[config.mk]
export PLATFORM = sky130hd
export DESIGN_NAME = div_unit
export DESIGN_NICKNAME = d
export VERILOG_FILES = /design/src/rtl/div_unit_pkg.sv /design/src/rtl/div_unit.sv
export SDC_FILE = /design/constraint.sdc
export NUM_CORES = 1
export LEC_CHECK = 0
export ABC_CLOCK_PERIOD_IN_PS = 7510
export BUFFER_PORTS_ARGS = -buffer_cell sky130_fd_sc_hd__buf_2
export CAP_MARGIN = 20
export CORE_ASPECT_RATIO = 1.75
export CORE_MARGIN = 2
export CORE_UTILIZATION = 40
export CTS_CLUSTER_DIAMETER = 50
export DETAILED_ROUTE_END_ITERATION = 12
export GPL_TIMING_DRIVEN = 1
export PLACE_DENSITY = 0.59
export SLEW_MARGIN = 20
export SYNTH_ARGS = -nofsm -noshare
export SYNTH_HDL_FRONTEND = slang
export SYNTH_SLANG_ARGS = --single-unit
[constraint.sdc]
create_clock -name clk -period 7.51 [get_ports clk]
set_clock_uncertainty 0.15 [all_clocks]
set_input_delay 1.1265 -clock clk [delete_from_list [all_inputs] [get_ports clk]]
set_output_delay 1.1265 -clock clk [all_outputs]
set_load 0.02 [all_outputs]
[src/rtl/div_unit_pkg.sv]
// Shared constants for the EXE-stage multi-cycle divider.
// State encodings, handshake levels and the iteration count.
package div_unit_pkg;

  typedef enum logic [1:0] {
    DivFree   = 2'b00,
    DivByZero = 2'b01,
    DivOn     = 2'b10,
    DivEnd    = 2'b11
  } div_state_e;

  localparam logic DivResultReady    = 1'b1;
  localparam logic DivResultNotReady = 1'b0;
  localparam logic DivStart          = 1'b1;
  localparam logic DivStop           = 1'b0;

  localparam int DivIters = 32;

endpackage

[src/rtl/div_unit.sv]
// Radix-2 restoring divider for DIV/DIVU; one quotient bit per cycle.
// result = {remainder, quotient}, registered and valid while ready=1.
module div_unit
  import div_unit_pkg::*;
#(
  parameter int WIDTH = DivIters
) (
  input  logic               clk,
  input  logic               resetn,
  input  logic               signed_div,
  input  logic [WIDTH-1:0]   opdata1,
  input  logic [WIDTH-1:0]   opdata2,
  input  logic               start,
  input  logic               annul,
  output logic [2*WIDTH-1:0] result,
  output logic               ready
);

  localparam int CW = $clog2(WIDTH);
  localparam logic [CW-1:0] Last = CW'(WIDTH - 1);

  div_state_e       state_q;
  logic [CW-1:0]    cnt_q;
  logic [WIDTH-1:0] rem_q;
  logic [WIDTH-1:0] dvd_q;
  logic [WIDTH-1:0] dvs_q;
  logic             sdiv_q;
  logic             s1_q;
  logic             s2_q;
  logic [2*WIDTH-1:0] result_q;
  logic             ready_q;

  logic [WIDTH:0]   sh;
  logic [WIDTH:0]   diff;
  logic [WIDTH-1:0] rem_d;
  logic [WIDTH-1:0] dvd_d;
  logic [WIDTH-1:0] quo_fix;
  logic [WIDTH-1:0] rem_fix;
  logic [WIDTH-1:0] a_abs;
  logic [WIDTH-1:0] b_abs;

  function automatic logic [WIDTH:0] trial_sub(
    input logic [WIDTH:0]   a,
    input logic [WIDTH-1:0] b
  );
    return a - {1'b0, b};
  endfunction

  always_comb begin
    sh    = {rem_q, dvd_q[WIDTH-1]};
    diff  = trial_sub(sh, dvs_q);
    rem_d = sh[WIDTH-1:0];
    dvd_d = {dvd_q[WIDTH-2:0], 1'b0};
    if (!diff[WIDTH]) begin
      rem_d = diff[WIDTH-1:0];
      dvd_d = {dvd_q[WIDTH-2:0], 1'b1};
    end
    // Quotient sign from the XOR of signs; remainder follows the dividend.
    quo_fix = (sdiv_q && (s1_q ^ s2_q)) ? -dvd_d : dvd_d;
    rem_fix = (sdiv_q && s1_q) ? -rem_d : rem_d;
    a_abs = (signed_div && opdata1[WIDTH-1]) ? -opdata1 : opdata1;
    b_abs = (signed_div && opdata2[WIDTH-1]) ? -opdata2 : opdata2;
  end

  always_ff @(posedge clk or negedge resetn) begin
    if (!resetn) begin
      state_q  <= DivFree;
      cnt_q    <= '0;
      rem_q    <= '0;
      dvd_q    <= '0;
      dvs_q    <= '0;
      sdiv_q   <= 1'b0;
      s1_q     <= 1'b0;
      s2_q     <= 1'b0;
      result_q <= '0;
      ready_q  <= DivResultNotReady;
    end else begin
      unique case (state_q)
        DivFree: begin
          if (start == DivStart && !annul) begin
            sdiv_q <= signed_div;
            s1_q   <= opdata1[WIDTH-1];
            s2_q   <= opdata2[WIDTH-1];
            dvd_q  <= a_abs;
            dvs_q  <= b_abs;
            rem_q  <= '0;
            cnt_q  <= '0;
            state_q <= (opdata2 == '0) ? DivByZero : DivOn;
          end
        end
        DivByZero: begin
          if (annul) begin
            state_q <= DivFree;
          end else begin
            result_q <= '0;
            ready_q  <= DivResultReady;
            state_q  <= DivEnd;
          end
        end
        DivOn: begin
          if (annul) begin
            state_q <= DivFree;
          end else begin
            rem_q <= rem_d;
            dvd_q <= dvd_d;
            cnt_q <= cnt_q + 1'b1;
            if (cnt_q == Last) begin
              result_q <= {rem_fix, quo_fix};
              ready_q  <= DivResultReady;
              state_q  <= DivEnd;
            end
          end
        end
        DivEnd: begin
          // Start must drop before a new accept, so END never loops back.
          if (annul || start == DivStop) begin
            state_q  <= DivFree;
            result_q <= '0;
            ready_q  <= DivResultNotReady;
          end
        end
        default: state_q <= DivFree;
      endcase
    end
  end

  assign result = result_q;
  assign ready  = ready_q;

endmodule

After elaboration in Yosys (flattened, before gate mapping)
Cells that the tools add are included.

Bits in registers: 171. Word-level logic and storage cells: 75.

Add/subtract/negate cells: 6. Eq/ne operators: 10. Multiplexer cells: 32. Bitwise gates (word level): 2. Reductions and logical operators: 15.

Operator list (number): $mux 32 (9); $mux 64 (4); $pmux 64 s3 (1); $neg 32->32 (4); $pmux 32 s2 (2); $sub 33x32->33 (1); $logic_not 32->1 (1); $mux 2 (6); $mux 5 (2); $ne 2x2->1 const B (5); $pmux 5 s2 (1); $pmux 2 s4 (1); $reduce_and 3->1 (2); $add 5x1->5 const B (1); $eq 5x5->1 const B (1); $logic_and 1x1->1 (5); $mux 1 (5); $reduce_and 5->1 (1); $eq 2x2->1 const B (2); $ne 3x3->1 const B (1); $pmux 1 s3 (1); $reduce_bool 3->1 (1); $eq 2x1->1 const B (1); $logic_not 2->1 (1); other kinds (6) (6).

Longest topological paths before layout
Gate-level depths: netlist (run 1).

Word-level depth: 7. Depth in mapped cells: 26. Mapped depth without buffers: 23.

Worst setup path after synthesis (run 1)
Ideal clock, no wire load.

Path kind: reg2reg. Start point: register dvd_q[31]. End point: register result_q[62] (netlist: result[62]). Setup time: 0.071 ns. Arrival time: 5.229 ns. Path slack: 2.060 ns. Stages on the path, launching flop included: 25. Buffers on the path: 3. Period minus slack after synthesis: 5.450 ns. Cell sequence: dfrtp_1 -> inv_1 -> ha_1 -> inv_1 -> fa_1 -> a211oi_2 -> o211ai_1 -> nand2_1 -> a211oi_2 -> nor4_4 -> nor2_8 -> inv_6 -> buf_8 -> clkbuf_1 -> clkbuf_1 -> mux2i_1 -> ha_1 -> o211a_1 -> nand4b_1 -> or4_4 -> mux2i_4 -> a21oi_2 -> a211oi_4 -> or4b_1 -> nand4_1.

Longest elaborated chain between the ends: 7.

Ends and longest elaborated chain: start: declaration (RTL line div_unit.sv:25) `logic [WIDTH-1:0] dvd_q;`; start signal: assignment (RTL line div_unit.sv:84) `dvd_q <= a_abs;`; start signal: assignment (RTL line div_unit.sv:105) `dvd_q <= dvd_d;`; $sub 33x32->33 (RTL line div_unit.sv:46) `return a - {1'b0, b};`; $mux 32 (*) (RTL line div_unit.sv:54) `if (!diff[WIDTH]) begin`; $neg 32->32 (RTL line div_unit.sv:60) `rem_fix = (sdiv_q && s1_q) ? -rem_d : rem_d;`; $mux 32 (*) (RTL line div_unit.sv:60); $mux 64 (*) (RTL line div_unit.sv:107) `if (cnt_q == Last) begin`; $mux 64 (*) (RTL line div_unit.sv:101) `if (annul) begin`; $pmux 64 s3 (*) (RTL line div_unit.sv:78) `unique case (state_q)`; end signal: assignment (RTL line div_unit.sv:108) `result_q <= {rem_fix, quo_fix};`; end: declaration (RTL line div_unit.sv:30) `logic [2*WIDTH-1:0] result_q;`.

Mark *: on every way between the ends. The rest lies on a longest branch, timed or not. The select of a mux whose other input is x is not followed. A chain may end at the register's enable or synchronous reset.

Final worst setup path (run 1)
Same ends and word-level chain as after synthesis.

==> results of run 1 <==
==> cells in the final DEF, fill, tap and decap left out, drive strengths merged, types with 8 or more instances in the layout <==
cell type / synthesis / layout
a21o: 16 / 16
and3: 10 / 10
and2: 15 / 15
o31ai: 17 / 17
nor4: 19 / 19
o41ai: 11 / 11
a31oi: 11 / 11
a211oi: 11 / 11
nand4: 13 / 13
nand3: 16 / 16
nand2b: 12 / 12
xor2: 61 / 61
o211ai: 8 / 8
ha: 43 / 43
dfrtp: 171 / 171
nor3: 31 / 31
or3: 15 / 15
nand2: 245 / 245
clkbuf: 61 / 19
mux2i: 29 / 29
inv: 66 / 69
xnor2: 71 / 71
or4: 10 / 10
nor2b: 10 / 10
o21ai: 212 / 212
nor2: 127 / 127
a21oi: 119 / 119
buf: 16 / 142
==> metrics by stage <==
| step | instance area [um^2] | setup WS (ns) | total power, W | hold WS [ns] |
|---|---|---|---|---|
| after floorplan | 12300 | 2.06 | 0.00473 | 0.295 |
| after global placement | 13200 | 1.73 | 0.00598 | 0.306 |
| after detailed placement | 13200 | 1.59 | 0.00601 | 0.315 |
| after CTS | 13800 | 1.55 | 0.00697 | 0.330 |
| after global routing | 13800 | 1.10 | 0.00747 | 0.352 |
| final | 13800 | 1.51 | 0.00696 | 0.325 |
==> state kept, by name, indices dropped and copies added, names as in the netlist <==
| signal | flops |
|---|---|
| cnt_q | 5 |
| dvd_q | 32 |
| dvs_q | 32 |
| ready | 1 |
| rem_q | 32 |
| result | 64 |
| s1_q | 1 |
| s2_q | 1 |
| sdiv_q | 1 |
| state_q | 2 |
==> layout make-up <==
| class | count | area, um^2 |
|---|---|---|
| well taps | 387 | 484 |
| clock buffers | 19 | 443 |
| multi-input cells | 1222 | 7410 |
| flip-flops and latches | 171 | 4280 |
| fillers | 3025 | 16400 |
| inverters | 66 | 253 |
| repair buffers | 142 | 739 |
| clock inverters | 13 | 166 |
==> worst min path at each step <==
stage / end / cells past startpoint
floorplan: cnt_q[4] / 2
global placement: cnt_q[4] / 2
detailed placement: result[27] / 2
CTS: result[27] / 2
global route: result[25] / 2
finish: result[27] / 2
==> layer usage <==
metal | share of wire | track usage | up-vias
li1 | - | - | 5558
met1 | 0.33 | 0.237 | 5428
met4 | 0.076 | 0.177 | 0
met5 | 0 | 0 | -
met2 | 0.56 | 0.472 | 280
met3 | 0.028 | 0.0350 | 120
==> power by group through the flow <==
| stage | clock network (W) | registers (W) | logic (W) |
|---|---|---|---|
| CTS | 0.000959 | 0.00144 | 0.00457 |
| detailed placement | 0 | 0.00146 | 0.00455 |
| finish | 0.000945 | 0.00145 | 0.00457 |
| global placement | 0 | 0.00145 | 0.00453 |
| floorplan | 0 | 0.00137 | 0.00336 |
| global route | 0.000997 | 0.00148 | 0.00500 |
==> kinds of logic after synthesis <==
| logic type | count (synthesis) | synth area share |
|---|---|---|
| DFF | 171 | 0.348 |
| buffers and inverters | 143 | 0.0508 |
| AOI/OAI and AO/OA | 461 | 0.224 |
| adders and majority gates | 44 | 0.0454 |
| muxes | 33 | 0.0283 |
| and+or+nand+nor | 552 | 0.209 |
| xor gates and xnor gates | 132 | 0.0941 |
==> worst max-delay path, cell delays in order (launching register included) <==
cell and delay, ns:
dfrtp_1 0.40, inv_1 0.08, ha_1 0.16, inv_1 0.06, fa_1 0.43, a211oi_2 0.30, o211ai_1 0.12, nand2_1 0.17
a211oi_2 0.14, o31a_4 0.43, nor2_8 0.66, inv_6 0.26, mux2i_1 0.33, ha_1 0.24, o211a_1 0.20, nand4b_1 0.15
or4_4 0.47, mux2i_4 0.26, a21oi_2 0.13, a211oi_4 0.22, or4b_1 0.46, nand4_1 0.08
==> metrics, run 1 <==
CTS Buf Count=17; DRC viols=0; Vias/cell=5.64; top cells by area, synth=dfrtp_1 (35%), o21ai_0 (7.9%), nand2_1 (7.5%); Synth Net Count=1649; Tmin final=6.00 ns; most frequent cell after synthesis=nand2_1; Yosys cell types=87; post-CTS resize count=0; Slew Viols, Final=0; R2R cell count=21; root buffer cell=clkbuf_16; full die area=32200 um^2; RePlAce Congestion=0.914; Final Util=0.457; H-tree levels=4; DR pass1 iterations=5; Syn-to-layout area delta=12.1%; CTS tree=built; share of layout cells above drive strength 1=0.131; Mapped Area=12300 um^2; required time of the critical path=7.76 ns; Max Cap Viol=0; crit-path max FO=42; clock sinks=171; outcome=finished, final reports clean; Reg power frac=0.208; worst min-delay path startpoint=result[27]; diode count=0; Yosys top cell by area=dfrtp_1; die height=236 um; synth warn=0; CTS Hold Bufs=0; top cell type's share of synthesized area=0.348; Internal=0.00326 W; post-synthesis instance total=1536; Peak Freq=167 MHz; reg2reg start=dvd_q[31]; PwrDens=506 nW/um^2; total grt overflow=0; count of state elements after synthesis=171; combinational share of power=0.657; worst-margin pin slew=1.01 ns; Primary FF master, synth=dfrtp_1; Reg clk slew, reported paths=0.07 ns; initial cell density of the core=0.407; startpoint types=flop; synth cell count leaders=nand2_1 (244), o21ai_0 (195), dfrtp_1 (171); hpwl dp=30200 um; core area=30200 um^2; I/O pin count=134; nets=1733; Antenna Violating Nets Remaining=0; Peak VDD IR=0.229 mV; initial antenna violation count=0; final wirelength=39100 um; Reg2Reg Capture Point=result[62]; Placed Cells=1988; R2R setup slack=1.51 ns; mean post-synth cell area=8.00 um^2; Arr. time, crit path=6.25 ns; IO Port Bufs=133; Async SR Flop Fraction=1.00; Global Route Usage Sum=0.249; Crit Path Class=reg -> reg; DR WL/cell=19.4 um; power share of the clock group=0.136; Critical Path Start=dvd_q[31]; final worst path period share=0.799; largest net degree at the start of global routing=106; vias=11400; post-CTS setup buffers=0; Hold Path Class=reg -> reg; Static Leak=6.23 nW; Rows=84; Net Sw Frac=0.531; Die Wd=137 um; first-pass GRT wire length=61400 um; final hold vios=0; Longest Clk Path Bufs=2; Slew headroom=0.327; RSZ-0062 raised after global routing=no; endpoints failing setup=0; post-route setup TNS=0 ns; nature of the critical path endpoint=flop; number of synthesized flops with an enable pin=0; Non-Filler Instances=2020; DR iter-0 viols=720; vias in the first global route=11500; switching power=0.00370 W; Clk Latency, worst-skew pair=0.47 ns; crit path to=result[62]; sequential share of the synthesized area=0.348
Power figures use the tool's default switching activity.
==> inputs of run 2 (changes only) <==
Settings changed: ABC_CLOCK_PERIOD_IN_PS 7510 to 6200.
Clock period 7.51 ns to 6.2 ns, I/O delays scaled along.
==> metrics, run 2 (same netlist as run 1, synthesis figures left out) <==
outcome=finished, final reports clean (unchanged); met1 usage=0.238 (was 0.237); Slew Viols, Final=0 (unchanged); final hold vios=0 (unchanged); H-tree levels=4 (unchanged); Clk Latency, worst-skew pair=0.45 ns (was 0.47 ns); DR WL/cell=19.1 um (was 19.4 um); Non-Filler Instances=2020 (unchanged); Die Wd=137 um (unchanged); critical path's slowest cell=nor4_4 (was nor2_8); clock sinks=171 (unchanged); power share of the clock group=0.131 (was 0.136); required time of the critical path=6.43 ns (was 7.76 ns); final setup margin=0.646 ns (was 1.51 ns); nets=1734 (was 1733); Internal=0.00393 W (was 0.00326 W); Reg clk slew, reported paths=0.07 ns (about the same); Static Leak=6.22 nW (was 6.23 nW); full die area=32200 um^2 (unchanged); Critical Path Start=dvd_q[31] (unchanged); most common cell after layout, fill and taps aside=nand2_1 (unchanged); worst-margin pin slew=1.03 ns (was 1.01 ns); Syn-to-layout area delta=11.9% (was 12.1%); switching power=0.00443 W (was 0.00370 W); I/O pin count=134 (unchanged); Crit Path Class=reg -> reg (unchanged); crit path to=result[62] (unchanged); PwrDens=608 nW/um^2 (was 506 nW/um^2); Longest Clk Path Bufs=2 (unchanged); CTS tree=built (unchanged); commonest non-fill, non-tap cells in the layout=nand2_1 (243), o21ai_0 (194), dfrtp_1 (171) (unchanged); Arr. time, crit path=5.79 ns (was 6.25 ns); CTS Buf Count=17 (unchanged); initial antenna violation count=0 (unchanged); CTS Hold Bufs=0 (unchanged); reg2reg start=dvd_q[31] (unchanged); Peak VDD IR=0.267 mV (was 0.229 mV); nature of the critical path endpoint=flop (unchanged); crit-path max FO=38 (was 42); Final Util=0.456 (was 0.457); R2R setup slack=0.65 ns (was 1.51 ns); vias=11300 (was 11400); grt met2 use=0.463 (was 0.472); final wirelength=38500 um (was 39100 um); diode count=0 (unchanged); first-pass GRT wire length=61100 um (was 61400 um); initial cell density of the core=0.407 (unchanged); GRT busiest layer=met2 (unchanged); startpoint types=flop (unchanged); Global Route Usage Sum=0.247 (was 0.249); Setup WS pre-CTS=0.739 ns (was 1.59 ns); largest net degree at the start of global routing=94 (was 106); Largest register FFs=64 (unchanged); critical-path cell list=inv_1, ha_1, inv_1, fa_1, a211oi_2, o211ai_1, nand2_1, a211oi_2, nor4_4, nor2_8, inv_6, mux2i_1, ha_1, o211a_1, nand4b_1, or4_4, mux2i_4, a21oi_2, a211oi_4, or4b_1, nand4_1 (was inv_1, ha_1, inv_1, fa_1, a211oi_2, o211ai_1, nand2_1, a211oi_2, o31a_4, nor2_8, inv_6, mux2i_1, ha_1, o211a_1, nand4b_1, or4_4, mux2i_4, a21oi_2, a211oi_4, or4b_1, nand4_1); Max Cap Viol=0 (unchanged); post-CTS resize count=0 (unchanged); DR iter-0 viols=591 (was 720); Reg power frac=0.209 (was 0.208); share of layout cells above drive strength 1=0.130 (was 0.131); Fill cells=3073 (was 3025); DRC viols=0 (unchanged); Placed Cells=1989 (was 1988); GRT met3 Usage=0.0359 (was 0.0350); Vias/cell=5.60 (was 5.64); endpoints failing setup=0 (unchanged); post-CTS setup buffers=0 (unchanged); Slew headroom=0.311 (was 0.327); RePlAce Congestion=0.923 (was 0.914); Antenna Violating Nets Remaining=0 (unchanged); Hold Path Class=reg -> reg (unchanged); die height=236 um (unchanged); hpwl dp=30100 um (was 30200 um); Reg2Reg Capture Point=result[62] (unchanged); root buffer cell=clkbuf_16 (unchanged); core area=30200 um^2 (unchanged); combinational share of power=0.660 (was 0.657); CP max stage delay=0.59 ns (was 0.66 ns); Rows=84 (unchanged); R2R cell count=21 (unchanged); Peak Freq=180 MHz (was 167 MHz); post-route setup TNS=0 ns (unchanged); final worst path period share=0.896 (was 0.799); RSZ-0062 raised after global routing=no (unchanged); vias in the first global route=11300 (was 11500); total grt overflow=0 (unchanged); IO Port Bufs=133 (unchanged); Net Sw Frac=0.529 (was 0.531); Tmin final=5.55 ns (was 6.00 ns); DR pass1 iterations=5 (unchanged)
==> run 2: worst min path at each step <==
stage	from	to	slack, ns	cells past startpoint
floorplan	cnt_q[4]	cnt_q[4]	0.30	2
global placement	cnt_q[4]	cnt_q[4]	0.31	2
detailed placement	cnt_q[4]	cnt_q[4]	0.31	2
CTS	cnt_q[4]	cnt_q[4]	0.33	2
global route	dvs_q[21]	dvs_q[21]	0.35	2
finish	cnt_q[4]	cnt_q[4]	0.32	2
==> run 2: area by class of cell <==
type                    instances  area [um^2]  share of cell area
clock buffers                  22          474              0.0345
clock inverters                 9          113             0.00819
inverters                      66          253              0.0184
multi-input cells            1222         7400               0.538
flip-flops and latches        171         4280               0.311
well taps                     387          484              0.0352
repair buffers                143          747              0.0543
==> run 2: power by group through the flow <==
stage	registers (W)	logic [W]	clock network, W
after detailed placement	0.00177	0.00549	0
after floorplan	0.00165	0.00408	0
after global placement	0.00176	0.00544	0
after CTS	0.00175	0.00551	0.00112
final	0.00175	0.00552	0.00109
after global routing	0.00179	0.00603	0.00116
==> run 2: stage by stage <==
stage	hold WS, ns	power (W)	area, um^2
CTS	0.328	0.00838	13800
floorplan	0.295	0.00573	12300
global placement	0.305	0.00720	13200
finish	0.322	0.00836	13800
detailed placement	0.314	0.00726	13200
global route	0.351	0.00899	13800
==> run 2: worst max-delay path, delay by kind of cell (launching register included) <==
| kind | cells | cell delay, ns |
|---|---|---|
| AO/OA/AOI/OAI | 6 | 1.07 |
| adder cells (fa/ha/maj) | 3 | 0.83 |
| buffers and inverters | 3 | 0.41 |
| flip-flops | 1 | 0.41 |
| multiplexers | 2 | 0.59 |
| AND/OR/NAND/NOR | 7 | 2.01 |
==> run 2: layer usage <==
layer	share of wire	up-vias
met1	0.34	5349
met5	0	-
li1	-	5581
met3	0.025	126
met4	0.080	0
met2	0.56	264
